`src/rtl/stonyman_pkg.sv`:
```
// Shared state encoding, default geometry/timing constants and
// the per-state timer load helper for the Stonyman capture controller.
package stonyman_pkg;

    typedef enum logic [2:0] {
        S_IDLE,
        S_RST_ROW,
        S_RST_COL,
        S_SETTLE,
        S_CONV,
        S_WRITE,
        S_INC_COL,
        S_INC_ROW
    } state_e;

    localparam int ROWS_DEF    = 112;
    localparam int COLS_DEF    = 112;
    localparam int PULSE_W_DEF = 2;
    localparam int SETTLE_DEF  = 8;

    // Timer counts down to zero, so a state lasting N cycles loads N-1.
    function automatic logic [7:0] timer_load(state_e s, int pulse_w, int settle);
        logic [7:0] v;
        v = 8'd0;
        unique case (s)
            S_RST_ROW, S_RST_COL,
            S_INC_COL, S_INC_ROW: v = 8'(pulse_w - 1);
            S_SETTLE:             v = 8'(settle - 1);
            default:              v = 8'd0;
        endcase
        return v;
    endfunction

endpackage

```
`src/rtl/stonyman_capture_ctrl_if.sv`:
```
// Load/count/done handshake between the capture FSM and its
// strobe/settle down-counter.
interface stonyman_capture_ctrl_if;

    logic       load;
    logic [7:0] load_val;
    logic       done;

    modport master (output load, output load_val, input  done);
    modport slave  (input  load, input  load_val, output done);

endinterface

```
`src/rtl/stonyman_pulse_timer.sv`:
```
// 8-bit down-counter: loaded on state entry, done when it reaches zero.
module stonyman_pulse_timer (
    input  logic                     clk,
    input  logic                     rst_n,
    stonyman_capture_ctrl_if.slave   tmr
);

    logic [7:0] cnt_q, cnt_d;

    always_comb begin
        cnt_d = cnt_q;
        if (tmr.load) begin
            cnt_d = tmr.load_val;
        end else if (cnt_q != 8'd0) begin
            cnt_d = cnt_q - 8'd1;
        end
    end

    always_ff @(posedge clk or negedge rst_n) begin
        if (!rst_n) begin
            cnt_q <= 8'd0;
        end else begin
            cnt_q <= cnt_d;
        end
    end

    assign tmr.done = (cnt_q == 8'd0);

endmodule

```
`src/rtl/stonyman_capture_ctrl.sv`:
```
// Stonyman image-sensor frame capture: row/column strobes, ADC
// handshake and FIFO write, all outputs registered.
module stonyman_capture_ctrl
    import stonyman_pkg::*;
#(
    parameter int ROWS    = ROWS_DEF,
    parameter int COLS    = COLS_DEF,
    parameter int PULSE_W = PULSE_W_DEF,
    parameter int SETTLE  = SETTLE_DEF
) (
    input  logic       PCLK,
    input  logic       PRESERN,
    input  logic       START_CAPTURE,
    output logic       BUSY,
    output logic       RESV,
    output logic       INCV,
    output logic       RESP,
    output logic       INCP,
    output logic       ADC_START,
    input  logic       ADC_DONE,
    input  logic [7:0] ADC_DATA,
    input  logic       FULL,
    output logic       WREN,
    output logic [7:0] FIFO_DATA
);

    localparam logic [6:0] ROW_LAST = 7'(ROWS - 1);
    localparam logic [6:0] COL_LAST = 7'(COLS - 1);

    state_e     state_q, state_d;
    logic [6:0] row_q, row_d;
    logic [6:0] col_q, col_d;
    logic [7:0] fifo_data_q, fifo_data_d;
    logic       wren_q, wren_d;
    logic       busy_q, busy_d;
    logic       resv_q, resv_d;
    logic       resp_q, resp_d;
    logic       incv_q, incv_d;
    logic       incp_q, incp_d;
    logic       adc_start_q, adc_start_d;
    logic       entering;

    stonyman_capture_ctrl_if u_tif ();

    stonyman_pulse_timer u_timer (
        .clk   (PCLK),
        .rst_n (PRESERN),
        .tmr   (u_tif.slave)
    );

    always_comb begin
        state_d     = state_q;
        row_d       = row_q;
        col_d       = col_q;
        fifo_data_d = fifo_data_q;
        wren_d      = 1'b1;
        unique case (state_q)
            S_IDLE: begin
                if (!START_CAPTURE) begin
                    state_d = S_RST_ROW;
                    row_d   = 7'd0;
                    col_d   = 7'd0;
                end
            end
            S_RST_ROW: if (u_tif.done) state_d = S_RST_COL;
            S_RST_COL: if (u_tif.done) state_d = S_SETTLE;
            S_SETTLE:  if (u_tif.done) state_d = S_CONV;
            S_CONV: begin
                // ADC_DONE in the request cycle belongs to a stale conversion
                if (!adc_start_q && ADC_DONE) begin
                    fifo_data_d = ADC_DATA;
                    state_d     = S_WRITE;
                end
            end
            S_WRITE: begin
                // the WREN-low cycle stays in WRITE so no strobe overlaps it
                if (!wren_q) begin
                    if (col_q < COL_LAST) begin
                        col_d   = col_q + 7'd1;
                        state_d = S_INC_COL;
                    end else if (row_q < ROW_LAST) begin
                        row_d   = row_q + 7'd1;
                        col_d   = 7'd0;
                        state_d = S_INC_ROW;
                    end else begin
                        state_d = S_IDLE;
                    end
                end else if (!FULL) begin
                    wren_d = 1'b0;
                end
            end
            S_INC_COL: if (u_tif.done) state_d = S_SETTLE;
            S_INC_ROW: if (u_tif.done) state_d = S_RST_COL;
            default:   state_d = S_IDLE;
        endcase
    end

    always_comb begin
        entering       = (state_d != state_q);
        u_tif.load     = entering;
        u_tif.load_val = timer_load(state_d, PULSE_W, SETTLE);
        busy_d         = (state_d != S_IDLE);
        resv_d         = (state_d == S_RST_ROW);
        resp_d         = (state_d == S_RST_COL);
        incp_d         = (state_d == S_INC_COL);
        incv_d         = (state_d == S_INC_ROW);
        adc_start_d    = (state_d == S_CONV) && entering;
    end

    always_ff @(posedge PCLK or negedge PRESERN) begin
        if (!PRESERN) begin
            state_q     <= S_IDLE;
            row_q       <= 7'd0;
            col_q       <= 7'd0;
            fifo_data_q <= 8'd0;
            wren_q      <= 1'b1;
            busy_q      <= 1'b0;
            resv_q      <= 1'b0;
            resp_q      <= 1'b0;
            incv_q      <= 1'b0;
            incp_q      <= 1'b0;
            adc_start_q <= 1'b0;
        end else begin
            state_q     <= state_d;
            row_q       <= row_d;
            col_q       <= col_d;
            fifo_data_q <= fifo_data_d;
            wren_q      <= wren_d;
            busy_q      <= busy_d;
            resv_q      <= resv_d;
            resp_q      <= resp_d;
            incv_q      <= incv_d;
            incp_q      <= incp_d;
            adc_start_q <= adc_start_d;
        end
    end

    assign BUSY      = busy_q;
    assign RESV      = resv_q;
    assign RESP      = resp_q;
    assign INCV      = incv_q;
    assign INCP      = incp_q;
    assign ADC_START = adc_start_q;
    assign WREN      = wren_q;
    assign FIFO_DATA = fifo_data_q;

endmodule

```
`config.mk`:
```
export PLATFORM = sky130hd
export DESIGN_NAME = stonyman_capture_ctrl
export DESIGN_NICKNAME = d
export VERILOG_FILES = /design/src/rtl/stonyman_pkg.sv /design/src/rtl/stonyman_capture_ctrl_if.sv /design/src/rtl/stonyman_pulse_timer.sv /design/src/rtl/stonyman_capture_ctrl.sv
export SDC_FILE = /design/constraint.sdc
export NUM_CORES = 1
export LEC_CHECK = 0
export CORE_UTILIZATION = 49
export CTS_CLUSTER_DIAMETER = 30
export CTS_CLUSTER_SIZE = 25
export DETAILED_ROUTE_END_ITERATION = 12
export GPL_TIMING_DRIVEN = 0
export HOLD_SLACK_MARGIN = 0.1
export PLACE_DENSITY = 0.75
export SYNTH_ARGS = -nofsm -noshare
export SYNTH_HDL_FRONTEND = slang
export SYNTH_HIERARCHICAL = 1
export SYNTH_SLANG_ARGS = --single-unit
```
`constraint.sdc`:
```
create_clock -name PCLK -period 2.8 [get_ports PCLK]
set_input_delay 0.56 -clock PCLK [delete_from_list [all_inputs] [get_ports PCLK]]
set_output_delay 0.56 -clock PCLK [all_outputs]
set_load 0.005 [all_outputs]
```
=== After elaboration in Yosys (flattened, before gate mapping) ===
Cells that the tools add are included.

* Output and inout bits: 15
* Register bits: 40

* $lt $le $gt $ge: 2
* Reductions and logical operators: 15
* $add $sub $neg: 3
* Multiplexer cells: 24
* Equality and inequality tests: 19

{| class="wikitable"
|+ Operators by type and width
! cell !! count
|-
| $mux W7 || 7
|-
| $pmux W7 S2 || 2
|-
| $mux W3 || 8
|-
| $eq A3 B3 Y1 const B || 7
|-
| $pmux W3 S6 || 1
|-
| $mux W8 || 2
|-
| $add A7 B1 Y7 const B || 2
|-
| $lt A7 B7 Y1 const B || 2
|-
| $eq A3 B2 Y1 const B || 4
|-
| $logic_not A8 Y1 || 1
|-
| $ne A2 B2 Y1 const B || 4
|-
| $reduce_bool A8 Y1 || 1
|-
| $sub A8 B1 Y8 const B || 1
|-
| $eq A3 B1 Y1 const B || 2
|-
| $pmux W3 S2 || 1
|-
| $reduce_and A5 Y1 || 1
|-
| $reduce_and A4 Y1 || 1
|-
| $reduce_bool A2 Y1 || 2
|-
| $reduce_or A2 Y1 || 2
|-
| $reduce_or A4 Y1 || 1
|-
| $logic_not A3 Y1 || 1
|-
| $mux W1 || 3
|-
| $ne A3 B3 Y1 || 1
|-
| $ne A3 B3 Y1 const B || 1
|-
| other kinds (4) || 5
|}

=== Depth between registers and ports, before layout ===
Gate-level depths: netlist of the first run.

* Depth in word-level cells: 9
* Gate-level depth with buffers: 13
* Depth with buffers taken out: 12

=== By module ===
Netlist of the first run, hierarchy kept.

{| class="wikitable"
|+ By module, submodules not included
! module !! area each (sq um) !! instances !! cells each
|-
| stonyman_capture_ctrl || 1580.3 || 1 || 153
|-
| stonyman_pulse_timer || 476.7 || 1 || 54
|}

=== Least setup slack after synthesis of the first run ===
OpenSTA, ideal clock, no wires.

* Path kind: reg2reg
* Start point: reg u_timer.cnt_q[0]
* End point: reg u_timer.cnt_q[4]
* Stages on the path, launching flop included: 13
* Arrival time: 2.903 ns
* Data required time: 2.721 ns
* Path slack: -0.183 ns
* Path buffers: 2
* Period minus slack after synthesis: 2.983 ns
* Cell sequence: dfrtp_1 -> inv_1 -> ha_1 -> or3b_1 -> clkbuf_2 -> nor2_1 -> nand2b_1 -> o22ai_1 -> o22a_2 -> o311ai_0 -> dlygate4sd1_1 -> a21oi_1 -> a2bb2oi_1

* Longest elaborated chain between the ends: 5
* Elaborated cells between the ends (all ways): 11

{| class="wikitable"
|+ Ends and longest elaborated chain
! what !! line !! RTL
|-
| start, declared || stonyman_pulse_timer.sv:8 || <nowiki>logic [7:0] cnt_q, cnt_d;</nowiki>
|-
| start signal, assigned || stonyman_pulse_timer.sv:23 || <nowiki>cnt_q <= cnt_d;</nowiki>
|-
| $logic_not A8 Y1 (*) || stonyman_pulse_timer.sv:27 || <nowiki>assign tmr.done = (cnt_q == 8'd0);</nowiki>
|-
| named net u_tif.done || stonyman_capture_ctrl_if.sv:7 || <nowiki>logic done;</nowiki>
|-
| $mux W3 (on tied branches) || - ||
|-
| $pmux W3 S6 (*) || stonyman_capture_ctrl.sv:57 || <nowiki>unique case (state_q)</nowiki>
|-
| $ne A3 B3 Y1 (*) || stonyman_capture_ctrl.sv:99 || <nowiki>entering = (state_d != state_q);</nowiki>
|-
| named net entering || stonyman_capture_ctrl.sv:41 || <nowiki>logic entering;</nowiki>
|-
| $mux W8 or $reduce_bool A2 Y1 (tied branches) || - ||
|}

The timed path passes the listed nets; every way through them passes the cells marked *. The select of a mux whose other input is x is not followed.
A chain may end at the register's enable or synchronous reset.

=== Final worst setup path of the first run ===
* Start point: reg u_timer.cnt_q[6]
* End point: reg u_timer.cnt_q[7]

Same word-level chain as after synthesis.

==> impl_metrics.json, run 1 <==
{
  "setup_slack_ps": 27.53,
  "crit_arrival_ps": 2940,
  "final_layout_size_suffix_gt1_share_pct": 18.58,
  "utilization_pct": 66.83,
  "synth_enable_flop_cells": 0,
  "drt-wirelength-per-cell_um": 16.49,
  "sw_frac_of_total_pct": 34.95,
  "skew_ps": 6.349,
  "grt_start_max_net_pins": 41,
  "yosysWarnings": 6,
  "ir_drop_mv": 0.3935,
  "synth_area_leader_cell": "dfrtp_1",
  "drv_slew": 0,
  "grt_use_total_pct": 23.61,
  "core_area_um2": 4029,
  "fillCellCount": 320,
  "hold_viol": 0,
  "power.internal_mw": 1.541,
  "cap_violations": 0,
  "worst_slew_pin_slew_ps": 939.4,
  "vias": 1827,
  "drtPass1Iterations": 4,
  "drc_errors": 0,
  "async_flop_share_pct": 100.0,
  "final_antenna_net_count": 0,
  "clock_latency_ps": 300,
  "tns_ps": 0,
  "postSynthAreaPerCell_um2": 9.937,
  "fp.dieW_um": 66.79,
  "io_pins": 28,
  "place_hpwl_um": 3116,
  "min-delay-path-class": "input pin to async pin",
  "grt_pass1_vias": 1648,
  "path_clk_slew_ps": 80,
  "ctsHoldBuffers": 0,
  "viasPerCell": 6.030,
  "p_clk_share_pct": 27.6,
  "crit_chain": "or4_1 -> nor2_4 -> nand2b_1 -> o22ai_1 -> o22a_2 -> o311ai_4 -> inv_2 -> buf_4 -> nor2_1 -> a31oi_1",
  "r2r_cells": 10,
  "r2r_start": "u_timer/cnt_q[6]",
  "ys_ff_latch": 40,
  "h-tree-depth": 2,
  "max_slew_margin_pct": 36.79,
  "comb_power_share_pct": 37.0,
  "grt_pass1_wl_um": 7831,
  "power_density_nw_per_um2": 879.6,
  "seq_area_um2": 1002,
  "synth_cell_types": 54,
  "total_power_mw": 2.368,
  "clock-sinks": 40,
  "critPathCaptureType": "flip-flop",
  "initial_core_util_pct": 51.06,
  "die_y_um": 66.79,
  "r2r_slack_ps": 30,
  "drt_wl_total_um": 4997,
  "finalNetCount": 268,
  "synth_top_area_share_pct": 47.45,
  "synth_ff_type": "dfrtp_1",
  "cts_tree": "built",
  "pwr-share-seq_pct": 35.4,
  "crit_slowest_cell": "or4_1",
  "grt_overflow_total": 0,
  "worst-setup-path-type": "flip-flop to flip-flop",
  "fmax_ghz": 0.3607,
  "diodes": 0,
  "status": "finished, final reports clean",
  "cts_buffers": 5,
  "clockRootBuffer": "clkbuf_8",
  "placed_area_um2": 2410,
  "fin_area_um2": 2693,
  "place_congestion": 0.8405,
  "cts_buffer_depth": 2,
  "leakagePower_nw": 1.118,
  "path_max_fanout": 6,
  "seq_area_frac_synth_pct": 48.72,
  "setup_violations": 0,
  "syn-instance-count": 207,
  "yosys-top-cells-area": "dfrtp_1 (47%), mux2_2 (4.9%), nand2_1 (4.6%)",
  "io_buffers": 27,
  "max_stage_delay_ps": 690,
  "antenna_found_initial": 0,
  "finalCritPeriodShare_pct": 99.02,
  "p_switching_uw": 827.7,
  "start_kind": "flip-flop",
  "synth.cell_area_um2": 2057,
  "cp.required_ps": 2970,
  "die_area_um2": 4461,
  "r2r-end": "u_timer/cnt_q[7]",
  "period_needed_ps": 2772,
  "rows": 23,
  "syn2layout_area_growth_pct": 30.90,
  "multi_input_area_um2": 1085,
  "drt_iter0_drc": 147,
  "pre_cts_ws_ps": -405.4
}
==> worst max-delay path: cells and delay by family (launching register included) <==
kind	cells	cell delay [ps]
flip-flops	1	450
buffers and inverters	2	280
AND/OR/NAND/NOR	4	1120
AO/OA/AOI/OAI	4	800
==> flip-flops by register name, indices dropped and copies added (netlist names), 3 cells and up <==
name           count
FIFO_DATA          8
col_q              7
row_q              7
state_q            3
u_timer/cnt_q      8
==> layout make-up <==
class	count	area share, %
multi-input cells	158	40.29
inverters	7	0.9758
well taps	50	2.323
clock inverters	3	3.346
flip-flops and latches	40	37.22
plain buffers	5	1.208
repair buffers	35	12.08
clock buffers	5	2.556
==> metrics by stage <==
step | std cells | hold WS (ps)
CTS | 295 | 411.7
detailed placement | 288 | 495.4
finish | 303 | 379.1
floorplan | 211 | 264.4
global placement | 288 | 486.5
global route | 303 | 463.3
==> power groups by stage <==
stage | combinational, mW | sequential (mW) | clock (mW)
2_1_floorplan | 0.525 | 0.808 | 0
3_3_place_gp | 0.698 | 0.833 | 0
3_5_place_dp | 0.717 | 0.835 | 0
4_1_cts | 0.750 | 0.829 | 0.664
5_1_grt | 0.954 | 0.858 | 0.692
6_report | 0.877 | 0.837 | 0.654
==> synth_stat cells (all sizes together) (2+ instances only) <==
cell    instances
clkbuf          2
nand3b          3
mux2            9
a21oi          11
nor2            7
nor3b           5
inv             7
a31oi           3
nand4           2
buf             3
dfrtp          39
nand3          10
nor3            9
nand2          25
nor4            3
ha              3
nor2b           2
or3             3
a21o            2
xnor2           2
o22ai           3
o31ai           7
o311ai          2
or4             5
or3b            2
o211ai          3
o21ai          12
==> what timing repair did <==
action,4_1_cts,5_1_grt
pin swaps,1,3
setup endpoints to repair,8,8
gates resized for setup,11,7
endpoints found under the hold margin,0,0
buffers inserted,0,8
==> metal layers <==
layer	global-route usage (%)	vias up	part of all wire [%]
met5	0	-	0
met4	9.309	0	0.98
met3	4.966	6	4.7
met2	36.74	58	48
met1	31.78	891	46
li1	-	872	-
==> cell families (layout without fill, tap and decap cells) <==
family / after synthesis / count (layout) / synth area share [%]
adders and majority gates: 3 / 3 / 1.825
xor gates and xnor gates: 2 / 2 / 0.8517
muxes: 10 / 10 / 5.414
buffers and inverters: 13 / 55 / 2.981
other: 1 / 5 / 0.1823
DFF: 40 / 40 / 48.72
AOI/OAI and AO/OA: 57 / 57 / 19.04
and+or+nand+nor: 81 / 81 / 20.99
==> cell usage in the layout, fill, tap and decap left out, drive strengths merged, types with 2 or more instances in the layout <==
master / synthesis / routed
o211ai: 3 / 3
nor2b: 2 / 2
clkdlybuf4s50: 0 / 26
ha: 3 / 3
nor3b: 5 / 5
nor4: 3 / 3
mux2: 9 / 9
inv: 7 / 7
o31ai: 7 / 7
o21ai: 12 / 12
buf: 3 / 13
or3: 3 / 3
nand3: 10 / 10
o311ai: 2 / 2
conb: 1 / 5
a21oi: 11 / 11
bufinv: 0 / 3
or4: 5 / 5
nand3b: 3 / 3
nor3: 9 / 9
clkbuf: 2 / 6
o22ai: 3 / 3
nand2: 25 / 25
nor2: 7 / 7
xnor2: 2 / 2
a21o: 2 / 2
dfrtp: 39 / 39
a31oi: 3 / 3
or3b: 2 / 2
nand4: 2 / 2
==> worst max-delay path by stage <==
stage	startpoint	end	slack [ps]	depth (start not counted)
finish	u_timer/cnt_q[6]	u_timer/cnt_q[7]	30	10
floorplan	u_timer/cnt_q[0]	u_timer/cnt_q[1]	30	12
global placement	u_timer/cnt_q[0]	u_timer/cnt_q[1]	-340	12
detailed placement	u_timer/cnt_q[0]	u_timer/cnt_q[1]	-410	12
CTS	u_timer/cnt_q[0]	u_timer/cnt_q[1]	60	11
global route	u_timer/cnt_q[1]	u_timer/cnt_q[7]	-50	12
No activity file was read; power rests on OpenSTA's default activity.
==> inputs of run 2 (changes only) <==
- ABC_CLOCK_PERIOD_IN_PS: unset -> 2800
- CORE_MARGIN: unset -> 4
==> run 2 against run 1 <==
Against the previous run: global-route usage fell by 5.3 points; combinational power fell by 7.9%; via count fell by 5.8%; count of clock-buffer cells in the layout rose by 2; final area fell by 2.3%; core utilization fell by 1.5 points; flip-flop and latch count did not move; largest cell class unchanged.
==> impl_metrics.json, run 2 (synthesized netlist as in run 1, its figures left out) <==
{
  "cts_buffers": 5,
  "placed_area_um2": 2430,
  "diodes": 0,
  "drt-wirelength-per-cell_um": 14.82,
  "path_clk_slew_ps": 70,
  "viasPerCell": 5.737,
  "clockRootBuffer": "clkbuf_8",
  "grt_pass1_wl_um": 7590,
  "min-delay-path-class": "input pin to async pin",
  "clock_latency_ps": 290,
  "power_density_nw_per_um2": 817.8,
  "cts_tree": "built",
  "fp.dieW_um": 72.79,
  "worst_slew_pin_slew_ps": 855.5,
  "antenna_found_initial": 0,
  "ir_drop_mv": 0.4107,
  "fin_area_um2": 2631,
  "rsz0062_at_grt": "false",
  "mostFrequentLayoutCell": "dfrtp_1",
  "syn2layout_area_growth_pct": 27.92,
  "drtPass1Iterations": 4,
  "drt_wl_total_um": 4446,
  "pre_cts_ws_ps": -330.2,
  "io_buffers": 27,
  "cts_buffer_depth": 2,
  "path_max_fanout": 10,
  "hold-worst-slack_ps": 169.1,
  "clock-sinks": 40,
  "place_congestion": 0.8407,
  "skew_ps": 6.117,
  "core_area_um2": 4029,
  "fmax_ghz": 0.3846,
  "grt_use_total_pct": 18.29,
  "grt_overflow_total": 0,
  "final_antenna_net_count": 0,
  "finalNetCount": 265,
  "hold_viol": 0,
  "worst-setup-path-type": "flip-flop to flip-flop",
  "final_cell_mix": "dfrtp_1 (39), clkdlybuf4s50_1 (26), nand2_1 (25)",
  "initial_core_util_pct": 51.06,
  "drc_errors": 0,
  "drv_slew": 0,
  "drt_iter0_drc": 76,
  "ctsHoldBuffers": 0,
  "h-tree-depth": 2,
  "cp.required_ps": 3000,
  "final_layout_size_suffix_gt1_share_pct": 18.00,
  "period_needed_ps": 2600,
  "total_power_mw": 2.152,
  "status": "finished, final reports clean",
  "seq_area_um2": 1002,
  "die_area_um2": 5298,
  "fillCellCount": 323,
  "critPathCaptureType": "flip-flop",
  "die_y_um": 72.79,
  "rows": 23,
  "crit_arrival_ps": 2800,
  "multi_input_area_um2": 1066,
  "leakagePower_nw": 1.090,
  "grt_pass1_vias": 1642,
  "max_slew_margin_pct": 42.44,
  "setup_slack_ps": 200.0,
  "setup_violations": 0,
  "vias": 1721,
  "place_hpwl_um": 3154,
  "cap_violations": 0,
  "io_pins": 28,
  "finalCritPeriodShare_pct": 92.86,
  "start_kind": "flip-flop",
  "grt_start_max_net_pins": 27
}
==> run 2: cell count changes in the layout (fill, tap and decap cells not counted), sizes merged <==
cell    before  now
bufinv       3    1
clkbuf       6    8
buf         13   10
==> run 2: stage by stage <==
step	setup TNS [ps]	cells	util, %
floorplan	0	211	-
global placement	-1918	288	59.94
detailed placement	-2047	289	60.31
CTS	0	296	64.01
global route	0	300	65.31
finish	0	300	65.31
==> run 2: report_power, final <==
group	internal, mW	leakage [nW]	switching [mW]
registers	0.700	0.521	0.135
clock network	0.314	0.0645	0.194
logic	0.372	0.504	0.436
==> run 2: worst paths after layout <==
kind,slack (ps),from,cells after the start,end
max,200,u_timer/cnt_q[0],11,u_timer/cnt_q[0]
min,170,PRESERN,1,state_q[2]
max reg2reg,200,u_timer/cnt_q[0],11,u_timer/cnt_q[0]
min reg2reg,510,FIFO_DATA[3],1,FIFO_DATA[3]
max in group asynchronous,2110,PRESERN,2,WREN
min in group PCLK,510,FIFO_DATA[3],1,FIFO_DATA[3]
==> run 2: metal layers <==
layer	global-route usage [%]	vias up	wire (µm)
li1	-	861	-
met1	25.42	808	2184
met2	27.56	47	1961
met3	3.857	5	227
met4	7.992	0	73
met5	0	-	0
==> run 2: final cells by class <==
type	count	share of cell area [%]
clock inverter	1	1.141
buffer	5	1.236
clock buffer	7	3.661
inverter	7	0.9986
tap	50	2.378
timing repair buffer	32	11.98
sequential	40	38.09
multi-input combinational	158	40.51
==> run 2: timing repair <==
action,4_1_cts,5_1_grt
gates cloned,0,0
pin swaps,0,2
setup buffers,0,4
endpoints found under the setup margin,8,8
gates resized for setup,12,5
==> run 2: worst max-delay path, cell delays in order (launching register included) <==
cell and delay (ps):
dfrtp_1 430, inv_2 100, ha_4 150, or3b_4 410, nor2_4 140, nand2b_1 150
o22ai_1 90, o22a_2 280, o21ai_2 180, o311ai_4 150, buf_6 180, o31ai_2 240
